<file path="src/rtl/rsa_binary_decrypt.sv">
// Constant-time square-and-multiply RSA decryption: plain = cipher^exp_d mod modulus.
// Modular products use a bit-serial interleaved shift-add-reduce loop; no hardware multiplier.
module rsa_binary_decrypt #(
  parameter int unsigned W = 8
) (
  input  logic         clk,
  input  logic         rst_n,
  input  logic         start,
  input  logic [W-1:0] cipher,
  input  logic [W-1:0] exp_d,
  input  logic [W-1:0] modulus,
  output logic         finished,
  output logic [W-1:0] plain,
  output logic         err
);

  localparam int unsigned CntW = (W > 2) ? $clog2(W) : 1;
  localparam logic [CntW-1:0] LastCnt = CntW'(W - 1);

  typedef enum logic [1:0] {StIdle, StMul, StSqr, StDone} state_e;

  state_e          state_q, state_d;
  logic [W-1:0]    result_q, result_d;
  logic [W-1:0]    base_q, base_d;
  logic [W-1:0]    e_q, e_d;
  logic [W-1:0]    n_q, n_d;
  logic [W-1:0]    plain_q, plain_d;
  logic            err_q, err_d;
  logic [CntW-1:0] round_q, round_d;
  logic [CntW-1:0] bitcnt_q, bitcnt_d;
  logic [W+1:0]    acc_q, acc_d;

  logic [W-1:0]    mul_x;
  logic [CntW-1:0] y_idx;
  logic            y_bit;
  logic [W+1:0]    n_ext, acc_dbl, acc_red, acc_add, acc_step;
  logic            bad_operands;

  // One modmul step; the multiplier bits come from base, MSB first, in both phases.
  always_comb begin
    mul_x    = (state_q == StSqr) ? base_q : result_q;
    y_idx    = LastCnt - bitcnt_q;
    y_bit    = base_q[y_idx];
    n_ext    = {2'b00, n_q};
    acc_dbl  = {acc_q[W:0], 1'b0};
    acc_red  = (acc_dbl >= n_ext) ? acc_dbl - n_ext : acc_dbl;
    acc_add  = acc_red + (y_bit ? {2'b00, mul_x} : '0);
    acc_step = (acc_add >= n_ext) ? acc_add - n_ext : acc_add;
  end

  assign bad_operands = (modulus < W'(2)) || (cipher >= modulus);

  always_comb begin
    state_d  = state_q;
    result_d = result_q;
    base_d   = base_q;
    e_d      = e_q;
    n_d      = n_q;
    plain_d  = plain_q;
    err_d    = err_q;
    round_d  = round_q;
    bitcnt_d = bitcnt_q;
    acc_d    = acc_q;
    unique case (state_q)
      StIdle: begin
        if (start) begin
          n_d   = modulus;
          err_d = bad_operands;
          if (!bad_operands) begin
            result_d = W'(1);
            base_d   = cipher;
            e_d      = exp_d;
            round_d  = '0;
            bitcnt_d = '0;
            acc_d    = '0;
            state_d  = StMul;
          end
        end
      end
      StMul: begin
        acc_d    = acc_step;
        bitcnt_d = bitcnt_q + 1'b1;
        if (bitcnt_q == LastCnt) begin
          // Product always computed; only committed for a set exponent bit.
          if (e_q[0]) result_d = acc_step[W-1:0];
          acc_d    = '0;
          bitcnt_d = '0;
          state_d  = StSqr;
        end
      end
      StSqr: begin
        acc_d    = acc_step;
        bitcnt_d = bitcnt_q + 1'b1;
        if (bitcnt_q == LastCnt) begin
          base_d   = acc_step[W-1:0];
          e_d      = e_q >> 1;
          acc_d    = '0;
          bitcnt_d = '0;
          if (round_q == LastCnt) begin
            state_d = StDone;
          end else begin
            round_d = round_q + 1'b1;
            state_d = StMul;
          end
        end
      end
      StDone: begin
        plain_d = result_q;
        state_d = StIdle;
      end
      default: state_d = StIdle;
    endcase
  end

  always_ff @(posedge clk) begin
    if (!rst_n) begin
      state_q  <= StIdle;
      result_q <= '0;
      base_q   <= '0;
      e_q      <= '0;
      n_q      <= '0;
      plain_q  <= '0;
      err_q    <= 1'b0;
      round_q  <= '0;
      bitcnt_q <= '0;
      acc_q    <= '0;
    end else begin
      state_q  <= state_d;
      result_q <= result_d;
      base_q   <= base_d;
      e_q      <= e_d;
      n_q      <= n_d;
      plain_q  <= plain_d;
      err_q    <= err_d;
      round_q  <= round_d;
      bitcnt_q <= bitcnt_d;
      acc_q    <= acc_d;
    end
  end

  assign finished = (state_q == StIdle);
  assign plain    = plain_q;
  assign err      = err_q;

endmodule

</file>
<file path="config.mk">
export PLATFORM = sky130hd
export DESIGN_NAME = rsa_binary_decrypt
export DESIGN_NICKNAME = d
export VERILOG_FILES = /design/src/rtl/rsa_binary_decrypt.sv
export SDC_FILE = /design/constraint.sdc
export NUM_CORES = 1
export LEC_CHECK = 0
export CELL_PAD_IN_SITES_DETAIL_PLACEMENT = 1
export CELL_PAD_IN_SITES_GLOBAL_PLACEMENT = 1
export CORE_UTILIZATION = 40
export CTS_CLUSTER_DIAMETER = 30
export CTS_CLUSTER_SIZE = 14
export DETAILED_ROUTE_END_ITERATION = 16
export MAX_ROUTING_LAYER = met4
export PLACE_DENSITY_LB_ADDON = 0.1
export SLEW_MARGIN = 20
export SYNTH_ARGS = -nofsm -noshare
export SYNTH_HDL_FRONTEND = slang
export SYNTH_SLANG_ARGS = --single-unit
export TNS_END_PERCENT = 1
</file>
<file path="constraint.sdc">
create_clock -name clk -period 4.6 [get_ports clk]
set_input_delay 0.92 -clock clk [delete_from_list [all_inputs] [get_ports clk]]
set_output_delay 0.92 -clock clk [all_outputs]
set_load 0.02 [all_outputs]
</file>
==> results_dict.tcl <==
set metrics [dict create \
    synth.yosys.seq_area_share_pct 27.3 \
    slew_violations 0 \
    dp_hpwl_microns 11100 \
    fin_crit_ns 4.76 \
    drt_pass1_iterations 4 \
    drive_gt1_share_pct 25.4 \
    timing.setup.tns_ns -2.36 \
    relSlewSlack_pct 52.1 \
    grt_pass1_vias 4369 \
    drcViolationCount 0 \
    crit_type "reg -> reg" \
    routedWlPerCell_microns 20.2 \
    synthArstFlopShare_pct 0 \
    antenna_cells 0 \
    vias 4190 \
    dp.cells 703 \
    numCtsBuffers 9 \
    port_buffers 36 \
    synthesis.yosys.warnings 0 \
    placedInstanceArea_sq_mm 0.00516 \
    p_total_uw 5440 \
    clk_pin_slew_ns 0.08 \
    path_buf_inv 2 \
    io_pins 37 \
    synthCells 500 \
    crit_path_frequent_cell "ha_4" \
    hold_end "n_q[5]" \
    synthTopCellsByArea "dfxtp_1, ha_1, mux2i_1" \
    pwr-share-clk_pct 8.1 \
    power_density_mw_per_mm2 945 \
    setup_viol 23 \
    gp_congestion 0.887 \
    synth_commonest_cells "dfxtp_1, nor2_1, nand2_1" \
    violations "negative setup slack" \
    grt_pass1_wl_microns 22600 \
    switching_share_pct 47.7 \
    power_switching_uw 2600 \
    critPathTopFamily "compound AO/OA/AOI/OAI gates" \
    power_frac_comb_pct 79.1 \
    crit_fanout 6 \
    ys.flop_type "dfxtp_1" \
    drtAntennaViolNets 0 \
    final_hold_viol_count 0 \
    cp.required_ns 4.86 \
    skew_ns 0.0114 \
    synth_edf_count 0 \
    ir_drop_mv 0.483 \
    initial_core_util_pct 41.2 \
    worst_pin_slew_ns 0.718 \
    die_w_microns 105 \
    syn_nets 571 \
    slowest_delay_ns 0.41 \
    arrival_ns 5.02 \
    drt_iter0_drc 197 \
    row_count 37 \
    synth_top_area_share_pct 27.3 \
    synth_top_area_cell "dfxtp_1" \
    fmax_ghz 0.210 \
    antenna_found_initial 0 \
    rr_worst_depth 24 \
    outcome "finished, violations left" \
    pwr-share-seq_pct 12.8 \
    synth.avg_cell_area_sq_um 8.52 \
    whs_path_depth 2 \
    syn_to_final_growth_pct 35.1 \
    gr-total-overflow 0 \
    finalWorstSetupSlack_ns -0.163 \
    core_sq_mm 0.0103 \
    regToRegSetupSlack_ns -0.16 \
    critPathSlowestCell "a211o_2" \
    root_buffer "clkbuf_8" \
    htree_levels 3 \
    r2r-end "base_q[3]" \
    cts_tree "built" \
    leakage_uw 0.00234 \
    worst_setup_path_start_kind "flop" \
    die_area_sq_mm 0.0111 \
    hp-start "n_q[5]" \
    ys_types 68 \
    fin_nets 664 \
    hold_path_class "reg -> reg" \
    synth.most_common_cell "dfxtp_1" \
    fin_crit_sh_pct 104 \
    cts_buffer_depth 2 \
    ys_seq_elements 58 \
    die_h_microns 105 \
    clk_latency_ns 0.36 \
    synth_area_sq_mm 0.00426 \
    cts_sinks 58 \
    end_kind "flop" \
    final_cell_count_no_fill 734 \
    rsz0062_at_grt "yes" \
    viasPerCell 5.71 \
    grtUsageTotal_pct 27.3 \
    cellInternalPower_uw 2840 \
    grt_max_degree 35 \
    drv_cap 0 \
    routed_wl_microns 14800 \
    r2r_start "n_q[1]" \
    final_cell_area_sq_mm 0.00575 \
    path_cells "inv_4, ha_4, ha_4, nor2b_4, o21ai_1, a211o_2, nand2_1, o21a_1, ha_4, a211oi_4, nor2_2, o21a_1, nor2_1, xnor2_1, ha_1, a21o_1, a21o_1, a21oi_2, nor2b_4, nand4b_1, nor2_4, buf_12, o32ai_4, a41o_1" \
]
[cell families (layout without fill, tap and decap cells)]
| kind of cell | after synthesis | in the layout | synth area share [%] |
|---|---|---|---|
| AO/OA/AOI/OAI | 126 | 126 | 22.1 |
| XOR/XNOR | 17 | 17 | 3.50 |
| adder cells (fa/ha/maj) | 44 | 44 | 13.5 |
| buffers and inverters | 54 | 152 | 5.00 |
| flip-flops | 58 | 58 | 27.3 |
| multiplexers | 34 | 34 | 8.93 |
| AND/OR/NAND/NOR | 167 | 167 | 19.7 |
[stage by stage]
step | hold slack (ns) | util [%] | setup slack (ns)
after global routing | 0.479 | 55.7 | -0.341
after detailed placement | 0.451 | 49.9 | -0.156
final | 0.458 | 55.7 | -0.163
after CTS | 0.459 | 53.9 | -0.0453
after floorplan | 0.436 | - | 0.0241
after global placement | 0.444 | 49.9 | -0.0153
[metal layers]
layer / wire (microns) / track usage (%) / up-vias / part of all wire, %
met1: 6230 / 31.2 / 2057 / 42
met5: 0 / - / - / 0
met3: 379 / 3.81 / 34 / 2.6
met4: 553 / 12.2 / 0 / 3.7
met2: 7630 / 47.6 / 88 / 52
li1: - / - / 2011 / -
[area by class of cell]
class / count / area [sq um]
fillers: 1182 / 4570
multi-input cells: 388 / 3190
flip-flops and latches: 58 / 1170
repair buffers: 105 / 922
well taps: 136 / 170
clock buffers: 10 / 138
inverters: 31 / 119
clock inverters: 6 / 41.3
[sequential cells by signal, summed over array words and instances, names as in the netlist]
register  cells
n_q           8
round_q       3
err           1
state_q       2
result_q      8
e_q           8
bitcnt_q      3
base_q        8
acc_q         9
plain         8
[cell usage in the layout (no fill, tap or decap), types with 4 or more instances in the layout]
cell type        synthesis  routed
o21a_1                   7       7
ha_4                     0       7
o32ai_4                  0       4
nor2_1                  52      47
a21oi_1                 25      22
buf_6                    1       5
o21ai_2                  0       4
xnor2_1                 13      11
inv_1                   30      29
clkbuf_8                 0      10
buf_4                    0      62
nor3_1                   6       5
xor2_1                   4       4
nor2b_1                 11       8
a22o_1                   9       9
clkdlybuf4s50_1          0      36
nand2_1                 44      44
a211oi_1                11      10
o21ai_0                 19      11
nor2_2                   1       5
mux2i_1                 26      26
a41o_1                   4       4
a21o_1                   8       8
nand3_1                 13      13
nand4b_1                10      10
o21ai_1                  4       8
dfxtp_1                 58      54
nand2b_1                 6       6
o211ai_1                 4       4
ha_1                    41      32
[worst max-delay path by stage]
stage / startpoint / end / cells after the start
floorplan: n_q[5] / result_q[0] / 23
global placement: acc_q[0] / result_q[0] / 20
detailed placement: n_q[1] / base_q[0] / 21
CTS: n_q[1] / base_q[7] / 23
global route: n_q[1] / base_q[3] / 24
finish: n_q[1] / base_q[3] / 24
[worst min-delay path: stages, from the launching register on]
cell and delay (ns):
dfxtp_2 0.32, nand2_1 0.05, a21oi_1 0.05
[power groups by stage]
stage | registers (uW) | clock network (uW) | logic (uW)
finish | 697 | 439 | 4300
global route | 707 | 464 | 4590
CTS | 696 | 449 | 3870
detailed placement | 706 | 0 | 3450
global placement | 700 | 0 | 3320
floorplan | 682 | 0 | 2330
[repair_timing]
| action | in CTS | in global routing |
|---|---|---|
| setup endpoints to repair | 24 | 24 |
| gates cloned | 0 | 0 |
| hold buffers | 0 | 0 |
| pin swaps | 16 | 35 |
| gates resized for setup | 28 | 32 |
| setup buffers | 6 | 9 |
No activity file was read; power rests on OpenSTA's default activity.
